**src/rtl/ram_access_ctrl.sv**
```systemverilog
// Purpose: single-port RAM access sequencer: read/write requests plus a full zero-fill sweep.
// Latency: write lands 1 cycle after accept; read data valid 2 cycles after accept; clear takes 2**bitsDirect cycles.
// Backpressure: req_ready low outside IDLE; RESP holds rsp_rdata until rsp_ready; clear_start ignored unless IDLE.
module ram_access_ctrl #(
  parameter int bitsDirect  = 6,
  parameter int sizeBitLine = 32
) (
  input  logic                   clk,
  input  logic                   gen_reset_n,
  input  logic                   req_valid,
  output logic                   req_ready,
  input  logic                   req_write,
  input  logic [bitsDirect-1:0]  req_addr,
  input  logic [sizeBitLine-1:0] req_wdata,
  output logic                   rsp_valid,
  input  logic                   rsp_ready,
  output logic [sizeBitLine-1:0] rsp_rdata,
  input  logic                   clear_start,
  output logic                   clear_busy,
  output logic                   clear_done,
  output logic                   ram_we,
  output logic [bitsDirect-1:0]  ram_addr,
  output logic [sizeBitLine-1:0] ram_wdata,
  input  logic [sizeBitLine-1:0] ram_rdata
);

  typedef enum logic [1:0] {
    IDLE   = 2'd0,
    ACCESS = 2'd1,
    RESP   = 2'd2,
    CLEAR  = 2'd3
  } state_t;

  localparam logic [bitsDirect-1:0] LAST_ADDR = '1;

  state_t                state;
  logic                  wr_q;     // captured write flag of the request in flight
  logic [bitsDirect-1:0] clr_cnt;  // zero-fill word pointer

  // A clear request takes priority over a request presented in the same cycle.
  assign req_ready = (state == IDLE) && !clear_start;

  // Main sequencer: the captured address/data live directly in ram_addr/ram_wdata,
  // which therefore hold their last value whenever the RAM is not being driven.
  always_ff @(posedge clk or negedge gen_reset_n) begin
    if (!gen_reset_n) begin
      state      <= IDLE;
      wr_q       <= 1'b0;
      clr_cnt    <= '0;
      ram_we     <= 1'b0;
      ram_addr   <= '0;
      ram_wdata  <= '0;
      rsp_valid  <= 1'b0;
      rsp_rdata  <= '0;
      clear_busy <= 1'b0;
      clear_done <= 1'b0;
    end else begin
      clear_done <= 1'b0;
      case (state)
        IDLE: begin
          if (clear_start) begin
            state      <= CLEAR;
            clr_cnt    <= '0;
            ram_we     <= 1'b1;
            ram_addr   <= '0;
            ram_wdata  <= '0;
            clear_busy <= 1'b1;
          end else if (req_valid) begin
            state     <= ACCESS;
            wr_q      <= req_write;
            ram_we    <= req_write;
            ram_addr  <= req_addr;
            ram_wdata <= req_wdata;
          end
        end
        ACCESS: begin
          ram_we <= 1'b0;
          if (wr_q) begin
            state <= IDLE;
          end else begin
            rsp_rdata <= ram_rdata;
            rsp_valid <= 1'b1;
            state     <= RESP;
          end
        end
        RESP: begin
          if (rsp_ready) begin
            rsp_valid <= 1'b0;
            state     <= IDLE;
          end
        end
        CLEAR: begin
          if (clr_cnt == LAST_ADDR) begin
            // Last word written this cycle: stop without wrapping the pointer past the top.
            state      <= IDLE;
            ram_we     <= 1'b0;
            clear_busy <= 1'b0;
            clear_done <= 1'b1;
            clr_cnt    <= '0;
          end else begin
            clr_cnt  <= clr_cnt + 1'b1;
            ram_addr <= clr_cnt + 1'b1;
          end
        end
        default: state <= IDLE;
      endcase
    end
  end

endmodule

```
**config.mk**
```make
export PLATFORM = sky130hd
export DESIGN_NAME = ram_access_ctrl
export DESIGN_NICKNAME = d
export VERILOG_FILES = /design/src/rtl/ram_access_ctrl.sv
export SDC_FILE = /design/constraint.sdc
export NUM_CORES = 1
export LEC_CHECK = 0
export BUFFER_PORTS_ARGS = -buffer_cell sky130_fd_sc_hd__buf_2
export CORE_AREA = 2 2 67 132
export CTS_CLUSTER_SIZE = 40
export DETAILED_ROUTE_END_ITERATION = 10
export DIE_AREA = 0 0 69 134
export PLACE_DENSITY = 0.74
export SETUP_SLACK_MARGIN = 0.2
export SYNTH_ARGS = -nofsm -noshare
export SYNTH_HDL_FRONTEND = slang
export SYNTH_SLANG_ARGS = --single-unit
export TNS_END_PERCENT = 5
```
**constraint.sdc**
```tcl
create_clock -name clk -period 1.65 [get_ports clk]
set_input_delay 0.165 -clock clk [delete_from_list [all_inputs] [get_ports clk]]
set_output_delay 0.165 -clock clk [all_outputs]
set_load 0.02 [all_outputs]
```
=== Yosys cells after proc, flatten, opt, wreduce, memory -nomap -nowiden ===
Index checks and enable logic that the tools add are counted.

* Output and inout port bits: 75
* Input bits: 76
* Flip-flop bits (word level): 83
* Logic and storage cells: 65

* Bitwise gates (word level): 2
* Eq/ne operators: 10
* Muxes and demuxes: 26
* Reductions and logical operators: 16
* Add/sub/neg operators: 1

{| class="wikitable"
|+ Operators with widths
! cell !! count
|-
| $mux W32 || 2
|-
| $mux W6 || 5
|-
| $pmux W6 S2 || 2
|-
| $reduce_and A3 Y1 || 6
|-
| $mux W2 || 5
|-
| $ne A2 B2 Y1 const B || 5
|-
| $mux W1 || 8
|-
| $pmux W2 S4 || 1
|-
| $add A6 B1 Y6 const B || 1
|-
| $eq A6 B6 Y1 const B || 1
|-
| $reduce_and A2 Y1 || 3
|-
| $reduce_bool A2 Y1 || 3
|-
| $eq A2 B2 Y1 const B || 2
|-
| $pmux W1 S2 || 2
|-
| $ne A3 B3 Y1 const B || 1
|-
| $pmux W1 S3 || 1
|-
| $reduce_bool A3 Y1 || 1
|-
| $eq A2 B1 Y1 const B || 1
|-
| $logic_not A2 Y1 || 1
|-
| $not A1 Y1 || 2
|-
| $logic_and A1 B1 Y1 || 1
|-
| $logic_not A1 Y1 || 1
|}

=== Longest topological paths before layout ===
Gate-level depths: netlist of the first run.

* Depth after elaboration: 3
* Mapped depth: 8

=== Least setup slack after synthesis of the first run ===
Ideal clock, no wire load.

* Path kind: flip-flop to flip-flop
* From: register state[0]
* To: register state[0]
* Data arrival time: 1.542 ns
* Cell stages (with the launch flop): 7
* Path slack: -0.019 ns
* Data required time: 1.523 ns
* Buffers on the path: 0
* Cells stage by stage: dfrtp_1 -> inv_1 -> ha_1 -> nor3b_2 -> a21oi_1 -> nand2_1 -> mux2_1

* Longest elaborated chain between the ends: 3

{| class="wikitable"
|+ Ends and longest elaborated chain
! element !! line !! RTL
|-
| from (decl) || 36 || <nowiki>state_t state;</nowiki>
|-
| from (signal assigned) || 47 || <nowiki>state <= IDLE;</nowiki>
|-
| from (signal assigned) || 62 || <nowiki>state <= CLEAR;</nowiki>
|-
| from (signal assigned) || 69 || <nowiki>state <= ACCESS;</nowiki>
|-
| $eq A2 B2 Y1 or $logic_not A2 Y1 (tied branches) || 59 || <nowiki>case (state)</nowiki>
|-
| $ne A2 B2 Y1 (no source line) or $ne A3 B3 Y1 (tied branches) || n/a ||
|-
| $reduce_and A3 Y1 (no source line) || n/a ||
|}

Parallel ways exist; a longest one is shown, timed or not.
A chain may end at the register's enable or synchronous reset.

=== Worst setup path after layout of the first run ===
* From: register state[1]
* To: register rsp_rdata[24]

* Longest elaborated chain between the ends: 2

{| class="wikitable"
|+ Ends and longest elaborated chain
! element !! line !! RTL
|-
| $eq A2 B1 Y1 || 59 ||
|-
| $reduce_and A2 Y1 (no source line) || n/a ||
|-
| to (signal assigned) || 81 || <nowiki>rsp_rdata <= ram_rdata;</nowiki>
|-
| to (decl) || 17 || <nowiki>output logic [sizeBitLine-1:0] rsp_rdata,</nowiki>
|}

No other way between the ends.

==> results.yml, run 1 <==
floorplanning:
  core_area_um2: 8233
  die_area_um2: 9246
  initial_utilization_pct: 41.91
  die_x_um: 69
  die-height_um: 134
  rows: 47
  top_level_ports: 151
placement:
  gp_congestion: 0.8578
  hpwl_um: 6311
  port_buffers: 150
  dp_cells: 500
power:
  power_density_nw_per_um2: 2139
  peakVddDrop_mv: 0.9033
  finalPower_uw: 10150
  power.leakage_uw: 0.002418
clocking:
  h-tree-depth: 3
  cts_buffers: 9
  clk_pin_slew_ns: 0.06
  clock_latency_ns: 0.33
  tritoncts: "done"
  clock_sinks: 83
  clockBufferDepth: 2
  root_buffer: "clkbuf_16"
yosys:
  synth-seq-cells: 83
  yosys.area_share.simple_pct: 6.309
  synth_compound_area_share_pct: 14.29
  async_reset_ff_share_pct: 100.0
  ys_types: 36
  syn_area_um2: 3451
  muxShareOfSynthArea_pct: 12.73
  syn-instance-count: 251
  yosysTopAreaCell: "dfrtp_1"
  yosys-top-cells-count: "dfrtp_1 (83), a22o_1 (36), mux2_2 (34), nand2_1 (10)"
  synth.most_common_cell: "dfrtp_1"
  avgSynthCellArea_um2: 13.75
  ys_warn_count: 0
  synth-adder-area-share_pct: 2.175
  synth_xor_xnor_area_share_pct: 0.2538
  ys_seq_area_share_pct: 60.19
  synth_flop_cell: "dfrtp_1"
  syn_nets: 333
  synth.area.top_cells: "dfrtp_1 (60%), mux2_2 (11%), a22o_1 (9.1%), buf_6 (2.3%), ha_1 (2.2%)"
  synth_top_area_share_pct: 60.19
  synth_top_family_by_area: "compound AO/OA/AOI/OAI gates"
  synth_edf_count: 0
status:
  status: "finished, final reports clean"
sta:
  finalSetupViolations: 0
  rsz0062_at_grt: "true"
  max_freq_mhz: 637.8
  worst_slew_pin_slew_ns: 0.4579
  max_slew_margin_pct: 69.47
  finClkSkew_ns: 0.007133
  timing.final.crit_share_pct: 95.02
  period_minus_slack_ns: 1.568
  hold_violations: 0
  finalSetupTns_ns: 0
  finalMaxSlewViolations: 0
routing:
  avgViaCountPerCell: 5.094
  wl_per_cell_um: 16.38
  ant_nets: 0
  drc: 0
  finalWirelength_um: 8582
  drt-initial-drc-count: 89
  drt-pass1-iter-count: 4
  dr_total_vias: 2669
grt:
  grt_first_pass_wirelength_um: 13860
  antenna_found_initial: 0
  grt_pass1_vias: 2797
  grt_overflow_total: 0
  track_usage_pct: 18.87
  grt_max_degree: 84
critical_path:
  cp.required_ns: 1.86
  crit_path_end_kind: "flip-flop"
  path_cells: "inv_2 -> ha_1 -> nor2b_4 -> buf_12 -> mux2_2"
  cp_slowest_cell: "dfrtp_1"
  critPathTopFamily: "flip-flops"
  cp-start-kind: "flip-flop"
  path_class: "reg -> reg"
  timing.rr.start: "state[1]$_DFFE_PN0P_"
  ff2ff_setup_slack_ns: 0.08
  ff2ff_path_depth: 5
  reg2reg_to: "rsp_rdata[24]$_DFFE_PN0P_"
  max_stage_delay_ns: 0.42
  critPathBufInv: 2
  arrival_ns: 1.78
  cp_max_fo: 22
cells_and_area:
  antenna_cells: 0
  layout.nets: 503
  nFillCells: 703
  drive_above_1_share_pct: 58.22
  area_growth_pct: 37.56
  instances_no_fill: 524
flow_run:
  maxCapViolCount: 0
min_path:
  hold_class: "in -> reg"
  hold_end: "ram_wdata[28]$_DFFE_PN0P_"
  hp-start: "req_wdata[28]"
  min_path_cells: 2
==> flip-flops by register name (all words and copies together) (netlist names), 2 cells and up <==
signal and flops:
clr_cnt 6, rsp_rdata 32, state 2, ram_wdata 32, ram_addr 6
==> report_power, final <==
group	leakage, uW	switching (uW)	internal, uW	total [uW]
clock	0.000135	758	1100	1850
sequential	0.00104	491	2960	3460
combinational	0.00124	2680	2160	4850
total	0.00242	3930	6220	10200
==> cell type report <==
class	instances	area (um2)	share of cell area (%)
repair buffers	174	968.4	20.40
multi-input cells	148	1272	26.81
well taps	98	122.6	2.583
clock buffers	12	256.5	5.403
inverters	5	23.77	0.5008
flip-flops and latches	83	2078	43.78
clock inverters	4	25.02	0.5271
==> metal layers <==
layer / global-route usage, % / vias to the layer above / routed length (um)
met4: 7.625 / 0 / 206
met2: 35.31 / 81 / 4868
li1: - / 1246 / -
met3: 3.757 / 13 / 349
met1: 20.39 / 1329 / 3158
met5: 0 / - / 0
==> how the worst max path moves through the flow <==
stage                                endpoint  cells after the start                 start  slack [ns]
floorplan            rsp_rdata[0]$_DFFE_PN0P_                      6  state[1]$_DFFE_PN0P_        0.14
global placement           ram_we$_DFFE_PN0P_                      5  state[0]$_DFFE_PN0P_        0.09
global route        rsp_rdata[24]$_DFFE_PN0P_                      5  state[1]$_DFFE_PN0P_      0.0007
finish              rsp_rdata[24]$_DFFE_PN0P_                      5  state[1]$_DFFE_PN0P_        0.08
CTS                      state[0]$_DFFE_PN0P_                      6  state[1]$_DFFE_PN0P_        0.09
detailed placement       state[0]$_DFFE_PN0P_                      6  state[0]$_DFFE_PN0P_        0.02
==> logic make-up (layout without fill, tap and decap cells) <==
kind of cell,after synthesis,after routing
muxes,39,39
buffers and inverters,20,195
and+or+nand+nor,38,38
xor gates and xnor gates,1,1
DFF,83,83
adders and majority gates,6,6
AOI/OAI and AO/OA,64,64
==> cell usage in the layout, fill, tap and decap left out, types with 2 or more instances in the layout <==
| cell | synthesis | layout |
|---|---|---|
| a21oi_1 | 7 | 7 |
| a21oi_2 | 4 | 4 |
| a22o_1 | 36 | 36 |
| a22oi_1 | 2 | 2 |
| buf_12 | 0 | 2 |
| buf_2 | 8 | 149 |
| buf_4 | 0 | 21 |
| clkbuf_16 | 0 | 9 |
| clkbuf_8 | 0 | 2 |
| clkinv_2 | 0 | 2 |
| clkinvlp_4 | 0 | 2 |
| dfrtp_1 | 83 | 82 |
| ha_1 | 6 | 3 |
| ha_2 | 0 | 2 |
| inv_1 | 4 | 2 |
| inv_2 | 0 | 2 |
| mux2_2 | 34 | 34 |
| mux2_4 | 1 | 2 |
| mux2i_1 | 3 | 3 |
| nand2_1 | 10 | 10 |
| nand2b_1 | 3 | 3 |
| nand3_1 | 3 | 3 |
| nor2_1 | 5 | 5 |
| nor2_2 | 4 | 4 |
| nor3_1 | 3 | 3 |
| o21a_1 | 2 | 2 |
| o21ai_0 | 8 | 8 |
==> timing repair <==
item | in CTS | in global routing
gates resized for setup | 5 | 2
gates cloned | 0 | 0
endpoints found under the hold margin | 83 | 0
hold buffers | 1 | 0
setup endpoints to repair | 78 | 81
buffers inserted | 7 | 0
pin swaps | 1 | 0
==> per-stage QoR <==
step	hold WS (ns)	cell area [um2]	setup slack [ns]	util [%]
2_1_floorplan	-0.1306	3493	0.1446	-
6_report	0.04972	4747	0.08223	57.66
3_5_place_dp	0.2338	4380	0.01693	53.21
3_3_place_gp	0.2264	4380	0.09276	53.21
4_1_cts	0.03947	4743	0.09484	57.61
5_1_grt	0.04263	4747	0.0007423	57.66
Power figures use the tool's default switching activity.
==> run 2, diff against run 1 <==
--- a/config.mk
+++ b/config.mk
@@ -5,7 +5,7 @@
 export SDC_FILE = /design/constraint.sdc
 export NUM_CORES = 1
 export LEC_CHECK = 0
-export BUFFER_PORTS_ARGS = -buffer_cell sky130_fd_sc_hd__buf_2
+export BUFFER_PORTS_ARGS = -buffer_cell sky130_fd_sc_hd__clkbuf_2
 export CORE_AREA = 2 2 67 132
 export CTS_CLUSTER_SIZE = 40
 export DETAILED_ROUTE_END_ITERATION = 10
==> run 2 against run 1 <==
Net effect:
- clock skew is 0.0020 ns lower
- fmax is 1.8% lower
- critical path depth up 1
- die area unchanged
- final area is 6.4% higher
- clock power up 25%
- clock-buffer cell count down 2
- worst setup slack worse by 0.029 ns
- critical path type unchanged
- sequential power is 1% higher
- non-clock buffer count rose by 3
==> results.yml, run 2 (synthesized netlist as in run 1, its figures left out) <==
cells_and_area:
  drive_above_1_share_pct: 59.67
  nFillCells: 651
  antenna_cells: 0
  regArea_um2: 2078
  layout_commonest_cell: "clkbuf_2"
  top_regs: "ram_wdata (32), rsp_rdata (32)"
  instances_no_fill: 527
  multiInputGateArea_um2: 1366
  final_cell_mix: "clkbuf_2 (148), dfrtp_1 (82), a22o_1 (36)"
  layout.nets: 506
  area_growth_pct: 46.37
placement:
  place_ws_ns: 0.01112
  gp_congestion: 0.8249
  port_buffers: 150
  dp_cells: 499
  hpwl_um: 6344
floorplanning:
  die_x_um: 69
  initial_utilization_pct: 41.91
  top_level_ports: 151
  rows: 47
  core_area_um2: 8233
  die-height_um: 134
  die_area_um2: 9246
clocking:
  tritoncts: "done"
  root_buffer: "clkbuf_16"
  clock_sinks: 83
  cts_buffers: 9
  clock_latency_ns: 0.33
  h-tree-depth: 3
  clockBufferDepth: 2
  clk_pin_slew_ns: 0.06
routing:
  drc: 0
  ant_nets: 0
  avgViaCountPerCell: 5.161
  wl_per_cell_um: 16.70
  finalWirelength_um: 8800
  drt-initial-drc-count: 135
  drt-pass1-iter-count: 4
  dr_total_vias: 2720
critical_path:
  critPathTopFamily: "flip-flops"
  cp.required_ns: 1.86
  cp_max_fo: 5
  cp-start-kind: "flip-flop"
  max_stage_delay_ns: 0.42
  path_cells: "inv_2 -> ha_4 -> nor3b_4 -> buf_4 -> nor3_4 -> mux2_2"
  crit_path_end_kind: "flip-flop"
  arrival_ns: 1.81
  path_class: "reg -> reg"
  cp_slowest_cell: "dfrtp_2"
  critPathBufInv: 2
sta:
  max_slew_margin_pct: 72.19
  hold_violations: 0
  max_freq_mhz: 626.4
  finClkSkew_ns: 0.005124
  period_minus_slack_ns: 1.596
  finalSetupTns_ns: 0
  rsz0062_at_grt: "true"
  finalSetupViolations: 0
  finalMaxSlewViolations: 0
  fin_ws_ns: 0.05366
  worst_slew_pin_slew_ns: 0.4172
  timing.final.crit_share_pct: 96.75
status:
  status: "finished, final reports clean"
grt:
  antenna_found_initial: 0
  grt_max_degree: 40
  grt_overflow_total: 0
  grt_first_pass_wirelength_um: 13960
  track_usage_pct: 19.18
  grt_pass1_vias: 2864
power:
  peakVddDrop_mv: 0.8294
  finalPower_uw: 11230
  power.leakage_uw: 0.002574
  power_density_nw_per_um2: 2223
flow_run:
  maxCapViolCount: 0
min_path:
  hold_class: "in -> reg"
==> run 2: where the power goes <==
group	switching, uW	internal, uW	total [uW]
Combinational	2820	2590	5410
Clock	795	1520	2320
Sequential	540	2970	3510
==> run 2: repair_timing <==
| action | CTS | global route |
|---|---|---|
| pin swaps | 0 | 35 |
| setup endpoints to repair | 78 | 80 |
| buffers inserted | 7 | 1 |
| cloned | 2 | 1 |
| hold buffers | 1 | 0 |
| resized for setup | 4 | 39 |
| endpoints found under the hold margin | 28 | 0 |
==> run 2: worst paths after layout <==
kind                                              to  slack [ns]  depth (start not counted)                       from
setup reg to reg                  ram_we$_DFFE_PN0P_        0.05                          6       state[0]$_DFFE_PN0P_
hold reg to reg            ram_wdata[18]$_DFFE_PN0P_        0.50                          1  ram_wdata[18]$_DFFE_PN0P_
hold / removal              ram_wdata[0]$_DFFE_PN0P_        0.05                          2               req_wdata[0]
min in group asynchronous  rsp_rdata[17]$_DFFE_PN0P_        0.32                          2                gen_reset_n
setup / recovery                  ram_we$_DFFE_PN0P_        0.05                          6       state[0]$_DFFE_PN0P_
max in group asynchronous   ram_wdata[2]$_DFFE_PN0P_        0.75                          3                gen_reset_n
==> run 2: per-stage QoR <==
stage	utilization [%]	instance area [um2]	hold WS [ns]
global route	61.35	5051	0.03599
finish	61.35	5051	0.04596
global placement	53.27	4385	0.1256
CTS	59.15	4870	0.03560
detailed placement	53.27	4385	0.1343
floorplan	-	3493	-0.1306
==> run 2: layout make-up <==
cell class / instances / area share [%]
clock buffers: 10 / 4.731
clock inverters: 6 / 2.229
inverters: 5 / 0.4706
multi-input cells: 148 / 27.05
flip-flops and latches: 83 / 41.14
well taps: 98 / 2.428
repair buffers: 177 / 21.95
==> run 2: layer usage <==
layer	track usage [%]	vias up	part of all wire, %
met1	20.38	1345	36
met2	35.47	96	58
met4	8.497	0	2.4
li1	-	1263	-
met5	0	-	0
met3	4.433	16	4.1
